$ cat src/rtl/lsu_req_if.sv
// +----------------------------------------------------------------------------+
// | Module  : lsu_req_if                                                       |
// | Brief   : Bundle of execute-stage op, memory bus and load writeback lines  |
// |           for the load/store request unit.                                 |
// | Revision: 1.0 - initial release                                            |
// +----------------------------------------------------------------------------+
`default_nettype none

interface lsu_req_if;
  // Execute-stage operation
  logic        op_valid;
  logic        op_rw;
  logic [1:0]  op_size;
  logic        op_signed;
  logic [31:0] op_addr;
  logic [31:0] op_data;
  logic [4:0]  op_rd;
  logic        stall_out;

  // Memory request
  logic        mem_req;
  logic [31:0] mem_address;
  logic [31:0] mem_data_out;
  logic [1:0]  mem_access_size;
  logic        mem_rw;

  // Memory response
  logic        mem_gnt;
  logic        mem_rvalid;
  logic [31:0] mem_rdata;

  // Load writeback and error reporting
  logic        ld_we;
  logic [4:0]  ld_rd;
  logic [31:0] ld_data;
  logic        misalign;
  logic        bus_err;

  // Load/store unit side: drives the memory bus and writeback
  modport master (
    input  op_valid, op_rw, op_size, op_signed, op_addr, op_data, op_rd,
    output stall_out,
    output mem_req, mem_address, mem_data_out, mem_access_size, mem_rw,
    input  mem_gnt, mem_rvalid, mem_rdata,
    output ld_we, ld_rd, ld_data, misalign, bus_err
  );

  // Environment side: pipeline and memory
  modport slave (
    output op_valid, op_rw, op_size, op_signed, op_addr, op_data, op_rd,
    input  stall_out,
    input  mem_req, mem_address, mem_data_out, mem_access_size, mem_rw,
    output mem_gnt, mem_rvalid, mem_rdata,
    input  ld_we, ld_rd, ld_data, misalign, bus_err
  );
endinterface

`default_nettype wire

$ cat src/rtl/lsu_req.sv
// +----------------------------------------------------------------------------+
// | Module  : lsu_req                                                          |
// | Brief   : Load/store request unit. Checks alignment and range, issues one  |
// |           memory request per op, waits for grant/response with timeout,    |
// |           and writes back extended load data.                              |
// | Revision: 1.0 - initial release                                            |
// +----------------------------------------------------------------------------+
`default_nettype none

module lsu_req #(
  parameter logic [31:0] ADDR_START = 32'h8002_0000,
  parameter logic [31:0] MEM_DEPTH  = 32'h0010_0000,
  parameter int          TIMEOUT    = 16
) (
  input  logic         clk,
  input  logic         rst,
  lsu_req_if.master    bus
);

  // Counter only has to hold TIMEOUT-1: the last waiting cycle is detected
  // before the increment, so a response on that cycle still wins.
  localparam int                 c_CNT_W    = (TIMEOUT > 1) ? $clog2(TIMEOUT) : 1;
  localparam logic [c_CNT_W-1:0] c_CNT_LAST = c_CNT_W'(TIMEOUT - 1);
  localparam logic [32:0]        c_LIMIT    = {1'b0, ADDR_START} + {1'b0, MEM_DEPTH};

  typedef enum logic [1:0] {
    S_IDLE = 2'd0,
    S_REQ  = 2'd1,
    S_RESP = 2'd2
  } state_t;

  state_t              r_state;
  logic [c_CNT_W-1:0]  r_cnt;

  // Latched operation; the address/data/size/rw latches double as the bus outputs
  logic [31:0] r_addr;
  logic [31:0] r_data;
  logic [1:0]  r_size;
  logic        r_rw;
  logic        r_signed;
  logic [4:0]  r_rd;

  logic        r_mem_req;
  logic        r_ld_we;
  logic [4:0]  r_ld_rd;
  logic [31:0] r_ld_data;
  logic        r_misalign;
  logic        r_bus_err;

  logic [32:0] w_bytes;
  logic [32:0] w_end;
  logic        w_misalign;
  logic        w_out_of_range;
  logic        w_accept;
  logic [31:0] w_ld_ext;
  logic        w_cnt_last;

  // Operation checks on the incoming op, evaluated in 33 bits so the end
  // address cannot wrap past the top of the 32-bit space
  always_comb begin
    w_bytes    = 33'd0;
    w_misalign = 1'b0;
    case (bus.op_size)
      2'b00:   begin w_bytes = 33'd1; w_misalign = 1'b0;                 end
      2'b01:   begin w_bytes = 33'd2; w_misalign = bus.op_addr[0];       end
      2'b10:   begin w_bytes = 33'd4; w_misalign = |bus.op_addr[1:0];    end
      default: begin w_bytes = 33'd0; w_misalign = 1'b1;                 end
    endcase
    w_end          = {1'b0, bus.op_addr} + w_bytes;
    w_out_of_range = (bus.op_addr < ADDR_START) || (w_end > c_LIMIT);
  end

  assign w_accept   = (r_state == S_IDLE) && bus.op_valid && !w_misalign && !w_out_of_range;
  assign w_cnt_last = (r_cnt == c_CNT_LAST);

  // Load data extension by latched size and signedness
  always_comb begin
    w_ld_ext = bus.mem_rdata;
    case (r_size)
      2'b00:   w_ld_ext = {{24{r_signed & bus.mem_rdata[7]}},  bus.mem_rdata[7:0]};
      2'b01:   w_ld_ext = {{16{r_signed & bus.mem_rdata[15]}}, bus.mem_rdata[15:0]};
      default: w_ld_ext = bus.mem_rdata;
    endcase
  end

  // Request/response state machine with registered outputs
  always_ff @(posedge clk) begin
    if (rst) begin
      r_state    <= S_IDLE;
      r_cnt      <= '0;
      r_addr     <= 32'd0;
      r_data     <= 32'd0;
      r_size     <= 2'b00;
      r_rw       <= 1'b1;
      r_signed   <= 1'b0;
      r_rd       <= 5'd0;
      r_mem_req  <= 1'b0;
      r_ld_we    <= 1'b0;
      r_ld_rd    <= 5'd0;
      r_ld_data  <= 32'd0;
      r_misalign <= 1'b0;
      r_bus_err  <= 1'b0;
    end else begin
      r_ld_we    <= 1'b0;
      r_misalign <= 1'b0;
      r_bus_err  <= 1'b0;
      case (r_state)
        S_IDLE: begin
          if (bus.op_valid) begin
            if (w_misalign) begin
              r_misalign <= 1'b1;
            end else if (w_out_of_range) begin
              r_bus_err <= 1'b1;
            end else begin
              r_addr    <= bus.op_addr;
              r_data    <= bus.op_data;
              r_size    <= bus.op_size;
              r_rw      <= bus.op_rw;
              r_signed  <= bus.op_signed;
              r_rd      <= bus.op_rd;
              r_mem_req <= 1'b1;
              r_cnt     <= '0;
              r_state   <= S_REQ;
            end
          end
        end
        S_REQ: begin
          if (bus.mem_gnt) begin
            r_mem_req <= 1'b0;
            r_cnt     <= '0;
            r_state   <= r_rw ? S_RESP : S_IDLE;
          end else if (w_cnt_last) begin
            r_mem_req <= 1'b0;
            r_bus_err <= 1'b1;
            r_state   <= S_IDLE;
          end else begin
            r_cnt <= r_cnt + c_CNT_W'(1);
          end
        end
        S_RESP: begin
          if (bus.mem_rvalid) begin
            r_ld_data <= w_ld_ext;
            r_ld_rd   <= r_rd;
            r_ld_we   <= 1'b1;
            r_state   <= S_IDLE;
          end else if (w_cnt_last) begin
            r_bus_err <= 1'b1;
            r_state   <= S_IDLE;
          end else begin
            r_cnt <= r_cnt + c_CNT_W'(1);
          end
        end
        default: begin
          r_mem_req <= 1'b0;
          r_state   <= S_IDLE;
        end
      endcase
    end
  end

  assign bus.stall_out       = (r_state != S_IDLE) || w_accept;
  assign bus.mem_req         = r_mem_req;
  assign bus.mem_address     = r_addr;
  assign bus.mem_data_out    = r_data;
  assign bus.mem_access_size = r_size;
  assign bus.mem_rw          = r_rw;
  assign bus.ld_we           = r_ld_we;
  assign bus.ld_rd           = r_ld_rd;
  assign bus.ld_data         = r_ld_data;
  assign bus.misalign        = r_misalign;
  assign bus.bus_err         = r_bus_err;

endmodule

`default_nettype wire
$ cat src/flat_wrapper.sv
// flat-port wrapper written by rule: the top's interface ports become plain ports
module lsu_req_flat 
#(
  parameter logic [31:0] ADDR_START = 32'h8002_0000,
  parameter logic [31:0] MEM_DEPTH  = 32'h0010_0000,
  parameter int          TIMEOUT    = 16
)
  (clk, rst, bus_op_valid, bus_op_rw, bus_op_size, bus_op_signed, bus_op_addr, bus_op_data, bus_op_rd, bus_stall_out, bus_mem_req, bus_mem_address, bus_mem_data_out, bus_mem_access_size, bus_mem_rw, bus_mem_gnt, bus_mem_rvalid, bus_mem_rdata, bus_ld_we, bus_ld_rd, bus_ld_data, bus_misalign, bus_bus_err);
  lsu_req_if bus_i ();
  input  logic clk;
  input  logic rst;
  input wire logic [$bits(bus_i.op_valid)-1:0] bus_op_valid;
  input wire logic [$bits(bus_i.op_rw)-1:0] bus_op_rw;
  input wire logic [$bits(bus_i.op_size)-1:0] bus_op_size;
  input wire logic [$bits(bus_i.op_signed)-1:0] bus_op_signed;
  input wire logic [$bits(bus_i.op_addr)-1:0] bus_op_addr;
  input wire logic [$bits(bus_i.op_data)-1:0] bus_op_data;
  input wire logic [$bits(bus_i.op_rd)-1:0] bus_op_rd;
  output wire logic [$bits(bus_i.stall_out)-1:0] bus_stall_out;
  output wire logic [$bits(bus_i.mem_req)-1:0] bus_mem_req;
  output wire logic [$bits(bus_i.mem_address)-1:0] bus_mem_address;
  output wire logic [$bits(bus_i.mem_data_out)-1:0] bus_mem_data_out;
  output wire logic [$bits(bus_i.mem_access_size)-1:0] bus_mem_access_size;
  output wire logic [$bits(bus_i.mem_rw)-1:0] bus_mem_rw;
  input wire logic [$bits(bus_i.mem_gnt)-1:0] bus_mem_gnt;
  input wire logic [$bits(bus_i.mem_rvalid)-1:0] bus_mem_rvalid;
  input wire logic [$bits(bus_i.mem_rdata)-1:0] bus_mem_rdata;
  output wire logic [$bits(bus_i.ld_we)-1:0] bus_ld_we;
  output wire logic [$bits(bus_i.ld_rd)-1:0] bus_ld_rd;
  output wire logic [$bits(bus_i.ld_data)-1:0] bus_ld_data;
  output wire logic [$bits(bus_i.misalign)-1:0] bus_misalign;
  output wire logic [$bits(bus_i.bus_err)-1:0] bus_bus_err;
  assign bus_i.op_valid = bus_op_valid;
  assign bus_i.op_rw = bus_op_rw;
  assign bus_i.op_size = bus_op_size;
  assign bus_i.op_signed = bus_op_signed;
  assign bus_i.op_addr = bus_op_addr;
  assign bus_i.op_data = bus_op_data;
  assign bus_i.op_rd = bus_op_rd;
  assign bus_stall_out = bus_i.stall_out;
  assign bus_mem_req = bus_i.mem_req;
  assign bus_mem_address = bus_i.mem_address;
  assign bus_mem_data_out = bus_i.mem_data_out;
  assign bus_mem_access_size = bus_i.mem_access_size;
  assign bus_mem_rw = bus_i.mem_rw;
  assign bus_i.mem_gnt = bus_mem_gnt;
  assign bus_i.mem_rvalid = bus_mem_rvalid;
  assign bus_i.mem_rdata = bus_mem_rdata;
  assign bus_ld_we = bus_i.ld_we;
  assign bus_ld_rd = bus_i.ld_rd;
  assign bus_ld_data = bus_i.ld_data;
  assign bus_misalign = bus_i.misalign;
  assign bus_bus_err = bus_i.bus_err;
  lsu_req #(.ADDR_START(ADDR_START), .MEM_DEPTH(MEM_DEPTH), .TIMEOUT(TIMEOUT)) u_core (.clk(clk), .rst(rst), .bus(bus_i));
endmodule
$ cat config.mk
export PLATFORM = sky130hd
export DESIGN_NAME = lsu_req_flat
export DESIGN_NICKNAME = d
export VERILOG_FILES = /design/src/rtl/lsu_req_if.sv /design/src/rtl/lsu_req.sv /design/src/flat_wrapper.sv
export SDC_FILE = /design/constraint.sdc
export NUM_CORES = 1
export LEC_CHECK = 0
export ABC_AREA = 1
export BUFFER_PORTS_ARGS = -buffer_cell sky130_fd_sc_hd__buf_4
export CAP_MARGIN = 5
export CELL_PAD_IN_SITES_DETAIL_PLACEMENT = 0
export CELL_PAD_IN_SITES_GLOBAL_PLACEMENT = 1
export CORE_UTILIZATION = 35
export CTS_BUF_LIST = sky130_fd_sc_hd__clkbuf_4
export CTS_CLUSTER_SIZE = 24
export DETAILED_ROUTE_END_ITERATION = 12
export GPL_TIMING_DRIVEN = 0
export PLACE_DENSITY_LB_ADDON = 0.1
export SYNTH_ARGS = -nofsm -noshare
export SYNTH_HDL_FRONTEND = slang
export SYNTH_SLANG_ARGS = --single-unit
export TNS_END_PERCENT = 100
$ cat constraint.sdc
create_clock -name clk -period 6.2 [get_ports clk]
set_input_delay 1.86 -clock clk [delete_from_list [all_inputs] [get_ports clk]]
set_output_delay 1.86 -clock clk [all_outputs]
set_load 0.1 [all_outputs]
After elaboration in Yosys (flattened, before gate mapping)
Cells that the tools add are included.
Widths: inputs -> output; s select.
{"block": "totals", "inputBits": 110, "reg_bits": 120, "output_inout_bits": 109}
{"block": "classes", "muxes": 33, "n_eq_ne": 11, "bitwise": 7, "n_lt_le_gt_ge": 2, "add_sub_neg": 2, "n_reduce_logical": 20}
{"op": "$pmux 32 s2", "n": 1}
{"op": "$add 32x3->33", "n": 1}
{"op": "$gt 33x32->1 const B", "n": 1}
{"op": "$lt 32x32->1 const B", "n": 1}
{"op": "$mux 4", "n": 6}
{"op": "$mux 2", "n": 7}
{"op": "$mux 1", "n": 13}
{"op": "$pmux 4 s3", "n": 1}
{"op": "$reduce_and 5->1", "n": 2}
{"op": "$pmux 1 s3", "n": 3}
{"op": "$pmux 3 s3", "n": 1}
{"op": "$ne 2x2->1 const B", "n": 4}
{"op": "$eq 2x1->1 const B", "n": 3}
{"op": "$logic_not 2->1", "n": 3}
{"op": "$pmux 2 s3", "n": 1}
{"op": "$not 1->1", "n": 5}
{"op": "$add 4x1->4 const B", "n": 1}
{"op": "$eq 2x2->1 const B", "n": 2}
{"op": "$eq 4x4->1 const B", "n": 1}
{"op": "$reduce_and 4->1", "n": 1}
{"op": "$reduce_or 2->1", "n": 2}
{"op": "$logic_and 1x1->1", "n": 3}
{"op": "$ne 3x2->1 const B", "n": 1}
{"op": "$reduce_and 3->1", "n": 1}
{"op": "7 further kinds", "n": 10}

Depth between registers and ports, before layout
{"block": "logic_depth", "depth_word": 9, "mapped_depth": 23, "depth_no_buf": 23}

Least setup slack after synthesis
No wires, ideal clock.
{"block": "synth_path", "kind": "input -> output", "start": "input bus_op_size[0]", "end": "output bus_stall_out", "path_slack_ns": 0.156, "path_buffers": 0, "arrival_time_ns": 4.184, "stages": 15, "cell_sequence": "nor2_1 -> ha_1 -> fa_1 -> or2_2 -> nor2_1 -> nand2_1 -> nor2_1 -> nand2_1 -> nor2_1 -> nand3_1 -> nor3_1 -> nand2_1 -> nand2_2 -> nand3_1 -> nand2_2"}
{"block": "synth_via", "elab_chain_len": 8, "word_cells_on_any_way": 13}
{"element": "start, declared", "line_no": "flat_wrapper.sv:14", "rtl": "input wire logic [$bits(bus_i.op_size)-1:0] bus_op_size;"}
{"element": "$eq 2x2->1 (tied with other cells)", "line_no": "lsu_req.sv:63", "rtl": "case (bus.op_size)"}
{"element": "$pmux 3 s3", "line_no": "lsu_req.sv:63"}
{"element": "$add 32x3->33", "line_no": "lsu_req.sv:69", "rtl": "w_end = {1'b0, bus.op_addr} + w_bytes;"}
{"element": "$gt 33x32->1", "line_no": "lsu_req.sv:70", "rtl": "w_out_of_range = (bus.op_addr < ADDR_START) || (w_end > c_LIMIT);"}
{"element": "$logic_or 1x1->1", "line_no": "lsu_req.sv:70"}
{"element": "$logic_not 1->1", "line_no": "lsu_req.sv:73", "rtl": "assign w_accept = (r_state == S_IDLE) && bus.op_valid && !w_misalign && !w_out_of_range;"}
{"element": "$logic_and 1x1->1 (*)", "line_no": "lsu_req.sv:73"}
{"element": "$logic_or 1x1->1 (*)", "line_no": "lsu_req.sv:161", "rtl": "assign bus.stall_out = (r_state != S_IDLE) || w_accept;"}
{"element": "end, declared", "line_no": "flat_wrapper.sv:19", "rtl": "output wire logic [$bits(bus_i.stall_out)-1:0] bus_stall_out;"}
Mark *: on every way between the ends. The rest lies on a longest branch, timed or not.

Final worst setup path
Same ends and word-level chain as after synthesis.

==> flow_summary.ini <==
[critical_path]
r2r_start = u_core.bus.mem_access_size[1]$_SDFFE_PP0P_
startpoint_type = input pin
arrival_ps = 4200
crit_path_max_fanout = 5
crit_start = bus_op_size[0]
worstSetupPathType = input pin to output port
crit_required_ps = 4340
worstSetupEndpoint = bus_stall_out
critPathCaptureType = output port
ff2ff_path_depth = 7
regToRegEndpoint = u_core.bus.ld_data[31]$_SDFFE_PP0P_
reg2reg_setup_slack_ps = 3670

[clock_network]
htreeDepth = 4
clk_latency_ps = 560
holdBufCountCts = 0
cts_buffers = 17
cts_tree = yes
cts.path.max_buffers = 2
cts.clk_slew.worst_paths_ps = 120
cts_root_buf = clkbuf_4
clock_sinks = 120

[logic_synthesis]
synth_area_sq_um = 6010
syn_inst = 901
synth.area.top_cells = dfxtp_1 (40%), nand2_1 (12%), inv_1 (9.7%), a21oi_1 (7.2%), o21ai_0 (7.0%)
ys_types = 34
yosysSeqAreaShare_pct = 40.0
ys_ff_latch = 120
synth_top_area_cell = dfxtp_1
yosysWarningCount = 0
synthesis.nets = 1020
synth_top_cell_area_share_pct = 40.0
synth_area_per_cell_sq_um = 6.67

[die]
start_util_pct = 36.0
core_sq_um = 16700
pin_count = 219
die_h_microns = 133
rows = 47
chipWidth_microns = 133
die_area_sq_um = 17700

[routing]
met2_wirelength_microns = 9680
drt_iter0_markers = 259
top_layer = met4
vias = 6419
wirelength_microns = 19600
avgRoutedWirePerCell_microns = 14.2
avgViaCountPerCell = 4.65
firstDrtPassIters = 7
wl_met1_microns = 8640
ant_nets = 0
post-route-drc-count = 0
dr_wl_met3_microns = 946

[layout]
synthToLayoutAreaGrowth_pct = 39.6
nets = 1264
drive_gt1_share_pct = 26.5
final_util_pct = 50.2
fill_cells = 1784
finalInstanceArea_sq_um = 8390

[status]
status = finished, final reports clean

[sta]
hold_viol_final = 0
min_period_ps = 6060
fmax_mhz = 165
worst_slew_pin_slew_ps = 592
rsz0062_at_grt = no
fin_skew_ps = 24.4
finalSetupViolations = 0
fin_crit_sh_pct = 97.7
slew_viol_final = 0
slew_headroom_pct = 60.6

[placed_design]
dp_hpwl_microns = 15200
placed_area_sq_um = 7920
gp_congestion = 0.845
portBuffers = 218

[global_routing]
grt_start_max_net_pins = 17
grt_pass1_wl_microns = 30800
grt_pass1_vias = 5964
antenna_found_initial = 1
grt_usage_pct = 22.4
overflow = 0

[power]
vdd_drop_max_uv = 102
power_w = 0.00187
power_density_nw_per_um2 = 223
p_leak_nw = 3.87

[flow_run]
max_cap_violations = 0

[min_path]
hold_path_class = register to register
-- metrics by stage --
stage | TNS [ps] | cells | hold slack, ps | setup WS [ps]
detailed placement | -405 | 1339 | 437 | -405
floorplan | 0 | 901 | 430 | 156
global placement | -404 | 1339 | 434 | -404
CTS | 0 | 1373 | 455 | 4.04
finish | 0 | 1379 | 452 | 144
global route | 0 | 1379 | 469 | 1.57
-- placed cells by master (no fill, tap or decap), drive strengths merged --
master / n
buf: 243
nand2: 197
inv: 162
dfxtp: 120
nor2: 112
a21oi: 87
o21ai: 86
nand3: 42
clkbuf: 33
o221ai: 24
nand3b: 8
ha: 8
nand4: 7
clkinv: 7
nor3: 6
clkinvlp: 3
nor4: 2
o31ai: 2
diode: 1
or2: 1
xor2: 1
and2: 1
o21bai: 1
a31oi: 1
a211o: 1
a22oi: 1
fa: 1
bufinv: 1
-- critical path, cell delays in order --
cell and delay (ps):
buf_4 130, nor2_2 70, ha_2 200, fa_2 420, or2_4 240, nor2_4 80
nand2_1 50, nor2_1 80, nand2_1 70, nor2_2 120, nand3_2 120, nor3_2 190
nand2_1 100, nand2_4 100, nand3_4 80, nand2_4 90, buf_12 170
-- synthesized netlist by cell type, drive strengths merged --
cell    instances
o21bai          1
a31oi           1
xor2            1
nand3b          8
nand3          42
a21oi          87
ha              8
clkbuf         16
nor3            6
o221ai         24
clkinv          1
nand4           7
a211o           1
fa              1
o21ai          86
dfxtp         120
or2             1
inv           157
and2            1
nor2          112
o31ai           2
nand2         197
a22oi           1
buf            18
nor4            2
-- cell type report --
class	count	area [sq um]	area share, %
clock inverters	15	146	1.74
multi-input cells	589	2950	35.1
clock buffers	17	128	1.52
well taps	220	275	3.28
plain buffers	34	189	2.25
flip-flops and latches	120	2400	28.6
repair buffers	225	1710	20.3
diodes	1	2.50	0.0298
inverters	158	593	7.07
-- repair_timing --
action	CTS	global route
pin swaps	3	13
setup endpoints to repair	1	1
cloned	0	0
gates resized for setup	11	25
buffers inserted	2	5
-- metal layers --
metal	up-vias	global-route usage (%)
met3	21	4.10
met4	0	8.24
met2	164	38.5
li1	3378	-
met5	-	0
met1	2856	27.7
-- kinds of logic (layout without fill, tap and decap cells) --
| family | after synthesis | count (layout) | share of synthesized area, % |
|---|---|---|---|
| AO/OA/AOI/OAI | 203 | 203 | 18.7 |
| XOR/XNOR | 1 | 1 | 0.146 |
| adder cells (fa/ha/maj) | 9 | 9 | 2.00 |
| buffers and inverters | 192 | 449 | 13.0 |
| flip-flops | 120 | 120 | 40.0 |
| other | 0 | 1 | 0 |
| AND/OR/NAND/NOR | 376 | 376 | 26.2 |
-- worst min path at each step --
stage               slack (ps)                                        to                                      from  cells after the start
finish                     450  u_core.bus.mem_data_out[10]$_SDFFE_PP0P_  u_core.bus.mem_data_out[10]$_SDFFE_PP0P_                      2
global route               470  u_core.bus.mem_data_out[27]$_SDFFE_PP0P_  u_core.bus.mem_data_out[27]$_SDFFE_PP0P_                      2
CTS                        460  u_core.bus.mem_data_out[29]$_SDFFE_PP0P_  u_core.bus.mem_data_out[29]$_SDFFE_PP0P_                      2
detailed placement         440   u_core.bus.mem_data_out[2]$_SDFFE_PP0P_   u_core.bus.mem_data_out[2]$_SDFFE_PP0P_                      2
global placement           430  u_core.bus.mem_data_out[21]$_SDFFE_PP0P_  u_core.bus.mem_data_out[21]$_SDFFE_PP0P_                      2
floorplan                  430          u_core.bus.ld_rd[0]$_SDFFE_PP0P_               u_core.r_rd[0]$_SDFFE_PP0P_                      2
-- power breakdown --
group	leakage [nW]	internal (W)	switching, W
sequential	0.972	0.000803	0.0000194
combinational	2.75	0.000148	0.000337
clock	0.143	0.000208	0.000353
total	3.87	0.00116	0.000709
-- sequential cells by signal, summed over array words and instances, names as in the netlist --
register	flops
u_core.bus.ld_data	32
u_core.r_rd	5
u_core.r_signed	1
u_core.bus.bus_err	1
u_core.r_cnt	4
u_core.bus.misalign	1
u_core.bus.mem_address	32
u_core.bus.mem_data_out	32
u_core.bus.mem_req	1
u_core.bus.mem_access_size	2
u_core.bus.mem_rw	1
u_core.bus.ld_we	1
u_core.r_state	2
u_core.bus.ld_rd	5
Power figures use the tool's default switching activity.
